$ cat config.mk
export PLATFORM = sky130hd
export DESIGN_NAME = seq_frame_tx
export DESIGN_NICKNAME = d
export VERILOG_FILES = /design/src/rtl/seq_frame_pkg.sv /design/src/rtl/seq_frame_tx_piso.sv /design/src/rtl/seq_frame_tx.sv
export SDC_FILE = /design/constraint.sdc
export NUM_CORES = 1
export LEC_CHECK = 0
export ABC_AREA = 1
export BUFFER_PORTS_ARGS = -buffer_cell sky130_fd_sc_hd__buf_4
export CORE_AREA = 8 8 45 47
export CTS_CLUSTER_DIAMETER = 80
export CTS_CLUSTER_SIZE = 28
export DETAILED_ROUTE_END_ITERATION = 8
export DIE_AREA = 0 0 53 55
export SETUP_SLACK_MARGIN = 0.4
export SLEW_MARGIN = 20
export SYNTH_ARGS = -nofsm -noshare
export SYNTH_HDL_FRONTEND = slang
export SYNTH_SLANG_ARGS = --single-unit
export TNS_END_PERCENT = 30
$ cat constraint.sdc
create_clock -name clk -period 2.65 [get_ports clk]
set_clock_uncertainty 0.1 [all_clocks]
set_input_delay 0.1325 -clock clk [delete_from_list [all_inputs] [get_ports clk]]
set_output_delay 0.1325 -clock clk [all_outputs]
set_load 0.02 [all_outputs]
$ cat src/rtl/seq_frame_pkg.sv
// ============================================================================
// seq_frame_pkg : shared state encoding and default constants for seq_frame_tx
// Revision      : 1.0
// ============================================================================
`default_nettype none

package seq_frame_pkg;

    localparam int                  c_FRAME_W  = 4;
    localparam logic [c_FRAME_W-1:0] c_PAT_A   = 4'b1100;
    localparam logic [c_FRAME_W-1:0] c_PAT_B   = 4'b0011;
    localparam logic                c_IDLE_BIT = 1'b0;

    typedef enum logic [0:0] {
        IDLE  = 1'b0,
        SHIFT = 1'b1
    } state_t;

endpackage

`default_nettype wire

$ cat src/rtl/seq_frame_tx_piso.sv
// ============================================================================
// seq_piso : parallel-load / shift-left register, MSB is the serial output
// Revision : 1.0
// ============================================================================
`default_nettype none

module seq_piso #(
    parameter int   WIDTH = 4,
    parameter logic FILL  = 1'b0
) (
    input  logic             clk,
    input  logic             rst_n,
    input  logic             load,
    input  logic             shift,
    input  logic [WIDTH-1:0] din,
    output logic             msb
);

    logic [WIDTH-1:0] r_sreg;

    // Shifting in FILL means a drained register naturally presents the idle level.
    always_ff @(posedge clk) begin
        if (!rst_n) begin
            r_sreg <= {WIDTH{FILL}};
        end else if (load) begin
            r_sreg <= din;
        end else if (shift) begin
            r_sreg <= {r_sreg[WIDTH-2:0], FILL};
        end
    end

    assign msb = r_sreg[WIDTH-1];

endmodule

`default_nettype wire

$ cat src/rtl/seq_frame_tx.sv
// ============================================================================
// seq_frame_tx : frame serializer with expected-decision output for the
//                sequence detector; optional checker via SEQ_FRAME_TX_CHECK_EN
// Revision     : 1.0
// ============================================================================
`default_nettype none

module seq_frame_tx
    import seq_frame_pkg::*;
#(
    parameter int                 FRAME_W  = c_FRAME_W,
    parameter logic [FRAME_W-1:0] PAT_A    = c_PAT_A,
    parameter logic [FRAME_W-1:0] PAT_B    = c_PAT_B,
    parameter logic               IDLE_BIT = c_IDLE_BIT
) (
    input  logic               clk,
    input  logic               rst_n,
    input  logic               in_valid,
    input  logic [FRAME_W-1:0] in_data,
    output logic               in_ready,
    output logic               out,
    output logic               out_valid,
    output logic               frame_last,
`ifdef SEQ_FRAME_TX_CHECK_EN
    output logic               exp_dec,
    input  logic               dec_in,
    output logic               err,
    output logic [7:0]         err_cnt
`else
    output logic               exp_dec
`endif
);

    localparam int                c_CNT_W   = (FRAME_W > 1) ? $clog2(FRAME_W) : 1;
    localparam logic [c_CNT_W-1:0] c_LAST    = c_CNT_W'(FRAME_W - 1);
    localparam logic [c_CNT_W-1:0] c_CNT_ONE = c_CNT_W'(1);

    state_t             r_state;
    logic [c_CNT_W-1:0] r_cnt;
    logic               r_match;
    logic               r_out_valid;
    logic               r_frame_last;
    logic               r_exp_dec;

    logic               w_last;
    logic               w_in_ready;
    logic               w_accept;
    logic               w_match_in;
    logic               w_shift;
    logic               w_msb;
    logic [c_CNT_W-1:0] w_cnt_inc;

    assign w_last     = (r_state == SHIFT) && (r_cnt == c_LAST);
    assign w_in_ready = rst_n && ((r_state == IDLE) || w_last);
    assign w_accept   = in_valid && w_in_ready;
    assign w_match_in = (in_data == PAT_A) || (in_data == PAT_B);
    assign w_shift    = (r_state == SHIFT);
    assign w_cnt_inc  = r_cnt + c_CNT_ONE;

    seq_piso #(
        .WIDTH (FRAME_W),
        .FILL  (IDLE_BIT)
    ) u_piso (
        .clk   (clk),
        .rst_n (rst_n),
        .load  (w_accept),
        .shift (w_shift),
        .din   (in_data),
        .msb   (w_msb)
    );

    // frame_last / exp_dec are produced one cycle ahead so they align with the bit on out.
    always_ff @(posedge clk) begin
        if (!rst_n) begin
            r_state      <= IDLE;
            r_cnt        <= '0;
            r_match      <= 1'b0;
            r_out_valid  <= 1'b0;
            r_frame_last <= 1'b0;
            r_exp_dec    <= 1'b0;
        end else begin
            case (r_state)
                IDLE: begin
                    if (w_accept) begin
                        r_state      <= SHIFT;
                        r_cnt        <= '0;
                        r_match      <= w_match_in;
                        r_out_valid  <= 1'b1;
                        r_frame_last <= 1'b0;
                        r_exp_dec    <= 1'b0;
                    end
                end
                SHIFT: begin
                    if (r_cnt == c_LAST) begin
                        r_cnt        <= '0;
                        r_frame_last <= 1'b0;
                        r_exp_dec    <= 1'b0;
                        if (w_accept) begin
                            r_match     <= w_match_in;
                            r_out_valid <= 1'b1;
                        end else begin
                            r_state     <= IDLE;
                            r_out_valid <= 1'b0;
                        end
                    end else begin
                        r_cnt        <= w_cnt_inc;
                        r_frame_last <= (w_cnt_inc == c_LAST);
                        r_exp_dec    <= r_match && (w_cnt_inc == c_LAST);
                    end
                end
                default: begin
                    r_state <= IDLE;
                end
            endcase
        end
    end

    assign in_ready   = w_in_ready;
    assign out        = w_msb;
    assign out_valid  = r_out_valid;
    assign frame_last = r_frame_last;
    assign exp_dec    = r_exp_dec;

`ifdef SEQ_FRAME_TX_CHECK_EN
    logic       r_err;
    logic [7:0] r_err_cnt;

    always_ff @(posedge clk) begin
        if (!rst_n) begin
            r_err     <= 1'b0;
            r_err_cnt <= 8'h00;
        end else if (r_out_valid && (dec_in != r_exp_dec)) begin
            r_err <= 1'b1;
            if (r_err_cnt != 8'hFF) begin
                r_err_cnt <= r_err_cnt + 8'h01;
            end
        end
    end

    assign err     = r_err;
    assign err_cnt = r_err_cnt;
`endif

endmodule

`default_nettype wire
Word level (Yosys, flattened, before mapping)
Index checks and enable logic that the tools add are counted.
{"block": "op_classes", "addsub": 1, "mux": 19, "bitwise_logic": 1, "n_reduce_logical": 8, "n_eq_ne": 6}
{"operator": "1-bit case mux with 2 select lines", "count": 5}
{"operator": "1-bit two-way mux", "count": 9}
{"operator": "4-bit two-way mux", "count": 2}
{"operator": "2-bit equality test, second input constant", "count": 2}
{"operator": "4-bit by 2-bit equality test with 1-bit output, second input constant", "count": 1}
{"operator": "4-bit equality test, second input constant", "count": 1}
{"operator": "1-bit logical AND", "count": 4}
{"operator": "2-bit two-way mux", "count": 2}
{"operator": "2-bit by 1-bit inequality test with 1-bit output, second input constant", "count": 2}
{"operator": "2-bit case mux with 2 select lines", "count": 1}
{"operator": "2-bit by 1-bit adder with 2-bit output, second input constant", "count": 1}
{"operator": "1-bit logical OR", "count": 2}
{"operator": "2-bit AND reduction", "count": 1}
{"operator": "2-bit nonzero test", "count": 1}
{"operator": "1-bit NOT", "count": 1}
{"block": "totals", "out_inout_bits": 5, "reg_bits": 11, "inputBits": 7, "wordCells": 42}

Depth between registers and ports, before layout
Gate-level depths: netlist (run 1).
{"block": "logic_depth", "ltp_word": 8, "mapped_depth": 8, "depth_no_buf": 8}

Hierarchy
A second synthesis (run 1) with hierarchy kept.
{"block": "hier_totals", "cells_unflattened": 80, "hier_area_um2": 558.0}
{"mod": "seq_frame_tx", "seq_area_each_um2": 140.1, "instances": 1, "cells_each": 51, "area_per_inst_um2": 370.4}
{"mod": "seq_piso", "seq_area_each_um2": 80.1, "instances": 1, "cells_each": 29, "area_per_inst_um2": 187.7}

Worst setup path before layout (run 1)
OpenSTA, ideal clock, no wires.
{"block": "synth_path", "path_type": "reg2reg", "from": "register r_cnt[0]", "to": "register u_piso.r_sreg[3]", "required_ns": 2.478, "slack_ns": 1.400, "arrival_time_ns": 1.078, "setup_time_ns": 0.072, "synth_period_minus_slack_ns": 1.250, "n_path_buf": 1, "stages_incl_launch_ff": 8, "path_cell_list": "dfxtp_1 ha_1 inv_1 nand2_2 nand3_2 buf_6 nand3_1 a21oi_1"}
{"block": "synth_via", "elab_chain_cells": 6, "word_cells_on_any_way": 7, "classes_between": "1 x eq/ne; 1 x mux; 5 x reduce/logical"}
{"item": "start, declared", "line": "seq_frame_tx.sv:39", "source": "logic [c_CNT_W-1:0] r_cnt;"}
{"item": "start signal, assigned", "line": "seq_frame_tx.sv:106", "source": "r_cnt <= w_cnt_inc;"}
{"item": "2-bit equality test (*)", "line": "seq_frame_tx.sv:53", "source": "assign w_last = (r_state == SHIFT) && (r_cnt == c_LAST);"}
{"item": "1-bit logical AND (*)", "line": "seq_frame_tx.sv:53"}
{"item": "1-bit logical OR (*)", "line": "seq_frame_tx.sv:54", "source": "assign w_in_ready = rst_n && ((r_state == IDLE) || w_last);"}
{"item": "1-bit logical AND (*)", "line": "seq_frame_tx.sv:54"}
{"item": "1-bit logical AND (*)", "line": "seq_frame_tx.sv:55", "source": "assign w_accept = in_valid && w_in_ready;"}
{"item": "4-bit two-way mux / 2-bit nonzero test (equally long branches)"}
{"item": "end signal, assigned", "line": "seq_frame_tx_piso.sv:24", "source": "r_sreg <= {WIDTH{FILL}};"}
{"item": "end signal, assigned", "line": "seq_frame_tx_piso.sv:26", "source": "r_sreg <= din;"}
{"item": "end signal, assigned", "line": "seq_frame_tx_piso.sv:28", "source": "r_sreg <= {r_sreg[WIDTH-2:0], FILL};"}
{"item": "end, declared", "line": "seq_frame_tx_piso.sv:19", "source": "logic [WIDTH-1:0] r_sreg;"}
Mark *: on every way between the ends. The rest lies on a longest branch, timed or not.
A chain may end at the register's enable or synchronous reset.

Worst setup path in the final report (run 1)
{"block": "layout_path", "from": "register r_state", "to": "output in_ready"}
{"block": "layout_via", "elab_chain_cells": 3, "word_cells_on_any_way": 4, "classes_between": "1 x bitwise; 3 x reduce/logical"}
{"item": "start, declared", "line": "seq_frame_tx.sv:38", "source": "state_t r_state;"}
{"item": "start signal, assigned", "line": "seq_frame_tx.sv:75", "source": "r_state <= IDLE;"}
{"item": "start signal, assigned", "line": "seq_frame_tx.sv:85", "source": "r_state <= SHIFT;"}
{"item": "start signal, assigned", "line": "seq_frame_tx.sv:102", "source": "r_state <= IDLE;"}
{"item": "1-bit logical AND / 1-bit NOT (equally long branches)"}
{"item": "1-bit logical OR (*)", "line": "seq_frame_tx.sv:54"}
{"item": "1-bit logical AND (*)", "line": "seq_frame_tx.sv:54"}
{"item": "end, declared", "line": "seq_frame_tx.sv:20", "source": "output logic in_ready,"}
Marked as above.

==> impl_summary.md, run 1 <==
Status
The run finished with clean final reports.

Logic synthesis
The mean instance size in the synthesized netlist is 7.28 um^2. Counting every instance in the synthesized netlist gives 76. The share of Yosys cell area claimed by the top area cell type is 39.8%. By area the synthesized netlist is led by sky130_fd_sc_hd__dfxtp_1, sky130_fd_sc_hd__nand2_1, sky130_fd_sc_hd__a21oi_1, sky130_fd_sc_hd__nand3_1, sky130_fd_sc_hd__ha_1. The Yosys step of the flow raised 0 warnings.

Yosys mapped the design onto 16 distinct sky130hd cell types. For this run, the register share of the synthesized area comes to 39.8%. In this run, synthesis produced a sequential element count of 11.

Of all flip-flops after synthesis, the portion carrying an async set or reset was 0%. The number of synthesized flops with an enable pin is 0. The largest total area in the synthesized netlist belongs to sky130_fd_sc_hd__dfxtp_1. Counting instances in the post-synthesis netlist gives the leading cell types as sky130_fd_sc_hd__nand2_1, sky130_fd_sc_hd__dfxtp_1, sky130_fd_sc_hd__a21oi_1, sky130_fd_sc_hd__inv_1, sky130_fd_sc_hd__nand3_1. Among all flip-flop cells after synthesis, the most frequent one is sky130_fd_sc_hd__dfxtp_1. In this run the cell area of the synthesized design comes to 553 um^2.

The most used standard cell by instance count after synthesis is sky130_fd_sc_hd__nand2_1. The synthesized net count is 86.

Floorplanning
The core area is 1380 um^2. The floorplan step defined a die boundary enclosing 2920 um^2. Measured along the x axis, the die boundary spans 53 um.

12 I/O pins were placed. The die is 55 um tall. The number of core rows is 14. The initial core utilization is 40.0%.

Power and ir drop
Dividing total power by cell area gives a power density of 541 nW/um^2. The largest voltage drop on the vdd net is 0.000203 V. The leakage power summed over all cells is 0.316 nW.

STA
Setup repair after global routing left no endpoint under its margin. The post-route clock period utilization is 61.0%. At the pin with the least slew margin, the transition time is 0.335 ns. The setup total negative slack is 0 ns. Measured against its own limit, the worst slew margin works out to 77.6%. Subtracting the final worst setup slack from the clock period gives 1.62 ns. The number of failing hold endpoints at the final stage was 0. On the final layout, the worst hold slack is 0.00803 ns.

Setup violations remaining at the end of the flow were counted as 0. The count of final max-slew check failures is 0. Timing would allow up to 619 MHz.

Setup path
For this design, the slowest cell found on the critical path is sky130_fd_sc_hd__dfxtp_1. The arrival time reported for the critical path endpoint is 1.38 ns. Data on the critical path is required at its endpoint by 2.42 ns.

The endpoint kind of the worst setup timing path is an output port. The worst-case reg-to-reg path depth is 7. The combined buffer and inverter count along the critical path is 2. Counting buffers and inverters, the worst setup path is 4 cells deep. Of all nets on the critical path, the largest fanout is 11. In this design, the largest share of critical-path delay is due to flip-flops. The signal on the critical path passes through inv_1 -> nor2_2 -> nor2_1 -> buf_4. The kind of critical path is register to output port. The worst setup path is launched from a register. In this design, the stage delay of the slowest critical-path cell is 0.47 ns.

Global route
The via count of the first global-routing pass is 493. The number of antenna violations at the first check in global routing is 0. The first global-routing pass estimated 2.04 mm of wire. The pin count of the biggest net entering global routing is 15. The final global-route overflow total is 0. The overall routing resource usage is 9.54%.

Final layout
At the end of the flow, the number of nets in the layout was 100. Counting the fill cells in the layout gives 147. The number of antenna diodes is 0. The post-route netlist has 20.2% of its cells at a drive strength greater than 1. The synthesis-to-layout area growth is 19.2%.

Drt
The met1 routed wirelength after detailed routing is 560 um. Wire segments on met2 add up to 583 um in the final route. The first routing iteration left 11 violations. After detailed routing, the number of remaining DRC violations is 0.

The remaining antenna violation count is 0. The total number of vias is 509. The total length of routed met3 wires is 67 um. The average wire length per cell after detail routing is 11.7 um. The mean number of vias per cell is 4.85. The total iterations of the first detailed-routing run is 4. The final wirelength is 1.23 mm. The top layer used by detailed routing is met4.

Clocking
The clock tree from TritonCTS is done. The tree is rooted in a sky130_fd_sc_hd__clkbuf_4. In this run the number of H-tree levels came out at 1.

Counting along the longest clock path gives a buffer depth of 2. Once the clock tree was built, the resizer swapped 0 gates to a different size. The number of sinks handled by clock tree synthesis is 11. The later pin in the worst-skew pair is clocked with a latency of 0.28 ns. The hold buffer count at cts is 0.

The clock slew seen by the registers of the worst setup and hold paths is 0.07 ns. Buffers inserted during clock tree synthesis total 3. Buffers added to address setup during post-CTS repair amount to 0.

Hold path
The class of the most critical hold timing path is input port to register. The worst hold path passes through 3 cells.

Placed design
The number of buffers inserted by port buffering is 11. The placed wire-length estimate is 889 um. The congestion estimate from routability-driven global placement came to 0.745.

Job
The number of violations of the max-capacitance limit is 0.
[power by group]
group          leakage, nW  internal (W)  total [W]  switching (W)
Combinational        0.211     0.0000233  0.0000576      0.0000343
Sequential          0.0903      0.000175   0.000183     0.00000784
Clock               0.0150     0.0000585   0.000117      0.0000581
[worst paths after layout]
path	end	slack (ns)	startpoint
max	in_ready	1.03	r_state
min	r_state	0.008	in_valid
max reg2reg	u_piso.r_sreg[2]	1.14	r_cnt[1]
min reg2reg	u_piso.r_sreg[0]	0.39	u_piso.r_sreg[0]
[registers in the layout, indices dropped and copies added, names as in the netlist]
signal         flops
r_match            1
u_piso.r_sreg      4
r_cnt              2
out_valid          1
exp_dec            1
frame_last         1
r_state            1
[per-stage QoR]
| step | instance area [um^2] | utilization, % | setup slack, ns | instances | power (W) |
|---|---|---|---|---|---|
| finish | 659 | 47.6 | 1.03 | 105 | 0.000357 |
| floorplan | 553 | - | 1.40 | 76 | 0.000223 |
| global route | 659 | 47.6 | 0.932 | 105 | 0.000379 |
| CTS | 659 | 47.6 | 1.02 | 105 | 0.000363 |
| detailed placement | 633 | 45.8 | 1.16 | 101 | 0.000245 |
| global placement | 633 | 45.8 | 1.20 | 101 | 0.000244 |
[per-layer routing]
metal,global-route usage (%),vias up
met2,15.0,8
met1,10.3,225
met5,0,-
li1,-,273
met4,3.88,0
met3,5.61,3
[logic make-up (layout without fill, tap and decap cells)]
logic type	after synthesis	in the layout	share of synthesized area, %
fa+ha+maj	3	3	6.79
buf+inv	11	24	10.2
flops	11	11	39.8
compound gates	11	11	10.4
simple gates	40	40	32.8
[worst reg2reg max path, cell delays in order, from the launching register on]
cell and delay [ns]:
sky130_fd_sc_hd__dfxtp_1 0.39, sky130_fd_sc_hd__ha_1 0.20, sky130_fd_sc_hd__inv_1 0.07, sky130_fd_sc_hd__nand2_2 0.09, sky130_fd_sc_hd__nand3_2 0.24, sky130_fd_sc_hd__nand2_1 0.14
sky130_fd_sc_hd__nand2_1 0.07, sky130_fd_sc_hd__a21oi_1 0.14
[placed cells by master, fill, tap and decap left out]
cell type                  netlist  routed
sky130_fd_sc_hd__dfxtp_1        11      11
sky130_fd_sc_hd__nand3_1         8       8
sky130_fd_sc_hd__or2_2           1       1
sky130_fd_sc_hd__nor2_2          1       1
sky130_fd_sc_hd__clkbuf_4        0       3
sky130_fd_sc_hd__inv_1           8       8
sky130_fd_sc_hd__nand4_1         3       3
sky130_fd_sc_hd__nand2_1        19      19
sky130_fd_sc_hd__o211ai_1        1       1
sky130_fd_sc_hd__clkinv_1        1       1
sky130_fd_sc_hd__ha_1            3       3
sky130_fd_sc_hd__clkbuf_1        0       1
sky130_fd_sc_hd__nand3_2         1       1
sky130_fd_sc_hd__o21ai_0         2       2
sky130_fd_sc_hd__a21oi_1         8       8
sky130_fd_sc_hd__nor2_1          6       6
sky130_fd_sc_hd__nand2_2         1       1
sky130_fd_sc_hd__buf_4           0      11
[final cells by class]
cell class / instances / area, um^2 / share of cell area, %
inverter: 9 / 33.8 / 5.12
sequential: 11 / 220 / 33.4
multi-input combinational: 54 / 277 / 41.9
clock buffer: 4 / 26.3 / 3.98
timing repair buffer: 11 / 82.6 / 12.5
tap: 16 / 20.0 / 3.04
No activity file was read; power rests on OpenSTA's default activity.
==> run 2: changes to the inputs <==
clock period = 1.6 ns   (was 2.65 ns; I/O delays follow)
==> impl_summary.md, run 2 (synthesis gave the netlist of run 1 again) <==
Setup path
For the worst setup path, the data required time is 1.42 ns. For this run, the slowest stage of the critical path takes 0.36 ns. The worst setup path is launched from a register. The combined buffer and inverter count along the critical path is 1. The kind of critical path is register to output port.

On the critical path, the stage with the largest delay is an instance of sky130_fd_sc_hd__dfxtp_4. The kind of cell with the highest combined delay on the critical path is flip-flops. Walking the worst path, the cells encountered are ha_4 -> nor2_4 -> nor2_1 -> buf_4.

The arrival time reported for the critical path endpoint is 1.11 ns. STA classifies the critical path endpoint as an output port. Of all nets on the critical path, the largest fanout is 4.

Global route
The final global-route overflow total is 0. Global routing used 4.81% of the available met3 tracks. The met1 track demand over resource in global routing is 10.3%. The overall routing resource usage is 10.0%. The number of antenna violations at the first check in global routing is 0. The via count of the first global-routing pass came to 522. The pin count of the biggest net entering global routing is 12. The busiest metal layer after global routing is met2. The first global-routing pass estimated 2.15 mm of wire. For met2 alone, demand over resource in global routing was 16.8%.

Placed design
The placed wire-length estimate is 865 um. The number of buffers inserted by port buffering is 11. The weighted congestion reported at the end of routability-driven placement is 0.731. The count of placed standard cells including taps is 102.

Final layout
In the layout the commonest cells are sky130_fd_sc_hd__nand2_1, sky130_fd_sc_hd__buf_4, sky130_fd_sc_hd__dfxtp_1. The final cell utilization of the core is 53.9%. In the final layout, the share of cells above drive strength 1 is 31.2%. The register with the most flip-flops in the final layout is u_piso.r_sreg. In the final layout, the registers with the most flip-flops are u_piso.r_sreg: 4 flops, r_cnt: 2 flops. The most common cell after layout, fill and taps aside is sky130_fd_sc_hd__nand2_1.

The count of cells in the finished layout, fillers not included, comes to 109. Fill cells in the final layout number 140. The number of nets in the final layout is 104. The synthesis-to-layout area growth is 34.8%. The number of antenna diodes in the final layout is 0.

The register with the most flip-flops in the layout has 4 of them.

Floorplanning
The overall die height is 55 um. Pin placement for this block handled 12 I/O pins. The floorplan step defined a die boundary enclosing 2920 um^2. The core area is 1380 um^2. The width of the die is 53 um. The initial utilization of the core area, before any placement, comes to 40.0%. The number of core rows is 14.

STA
The post-route clock period utilization is 80.5%. The number of failing hold endpoints at the final stage was 0. The count of final max-slew check failures is 0. Setup violations remaining at the end of the flow were counted as 0. The clock period minus worst slack is 1.29 ns. At the pin with the least slew margin, the transition time is 0.288 ns. Setup repair after global routing could not meet its margin everywhere. The relative slew slack is 80.7%.

The worst hold-check slack is 0.0145 ns. The setup total negative slack is 0 ns. Based on the critical path, the design can be clocked at up to 776 MHz.

Clocking
The clock latency reported for the late side of the worst-skew pair is 0.27 ns. No sink is reached through more buffers than the 2 on the longest clock path. The cell sitting at the root of the clock tree is a sky130_fd_sc_hd__clkbuf_4. Buffers inserted during clock tree synthesis total 3.

TritonCTS built the clock tree. After clock tree synthesis, the clock-pin slew on the worst setup and hold paths is 0.07 ns. The number of H-tree levels is 1. The number of sinks handled by clock tree synthesis is 11.

Drt
The routed layout has 540 vias. For this run, design rule violations remaining after detail routing come to 0. The count of nets left with antenna violations once routing finished came out at 0. The final wirelength is 1.25 mm. After detailed routing, the average wire length per cell comes to 11.5 um. For this block, the initial DRC count from the detailed router was 6. In the routed layout, each cell is associated on average with a via count of 4.95. The first TritonRoute pass finished after 2 iterations.

Power and ir drop
The power per cell area is 821 nW/um^2. The design draws 0.000612 W. The leakage power summed over all cells is 0.334 nW. VDD sags by at most 0.000622 V.

Hold path
The path class of the tightest hold or removal check is input port to register.

Job
The number of violations of the max-capacitance limit is 0.

Status
The flow ran to the end, and the final reports show no timing, DRC or antenna violations.
[run 2: cell type report]
class / instances / area (um^2) / area share [%]
Clock buffer: 4 / 26.3 / 3.52
Tap cell: 16 / 20.0 / 2.68
Sequential cell: 11 / 228 / 30.5
Inverter: 9 / 33.8 / 4.53
Multi-Input combinational cell: 55 / 330 / 44.3
Timing Repair Buffer: 14 / 108 / 14.4
[run 2: worst paths after layout]
path | to | slack, ns | start | depth (start not counted)
worst max-delay path | in_ready | 0.31 | r_cnt[0] | 4
worst min-delay path | r_state | 0.01 | in_valid | 3
worst max register to register | r_cnt[1] | 0.36 | r_cnt[0] | 4
worst min register to register | r_cnt[0] | 0.38 | r_cnt[0] | 1
[run 2: power breakdown]
| part | total, W | internal (W) | switching [W] | leakage [nW] |
|---|---|---|---|---|
| registers | 0.000301 | 0.000289 | 0.0000113 | 0.0916 |
| logic | 0.000120 | 0.0000508 | 0.0000692 | 0.227 |
| clock network | 0.000192 | 0.0000966 | 0.0000951 | 0.0150 |
| total | 0.000612 | 0.000437 | 0.000176 | 0.334 |
[run 2: what timing repair did]
action | in CTS | in global routing
cloned | 1 | 0
setup buffers | 1 | 0
endpoints found under the hold margin | 1 | 0
resized for setup | 5 | 5
pin swaps | 3 | 1
setup endpoints to repair | 10 | 10
hold buffers | 1 | 0
[run 2: through the flow]
step | setup slack (ns) | instance area, um^2
floorplan | 0.398 | 571
global placement | 0.330 | 658
detailed placement | 0.292 | 658
CTS | 0.307 | 737
global route | 0.272 | 746
finish | 0.312 | 746
[run 2: worst register-to-register path, stage by stage (launching register included)]
cell	delay, ns
sky130_fd_sc_hd__dfxtp_4	0.38
sky130_fd_sc_hd__inv_2	0.04
sky130_fd_sc_hd__ha_1	0.28
sky130_fd_sc_hd__or2_4	0.25
sky130_fd_sc_hd__a21oi_2	0.12
[run 2: routing by layer]
layer	vias to the layer above	share of wire, %
li1	285	-
met1	243	43
met2	8	50
met3	4	5.3
met4	0	1.8
met5	-	0
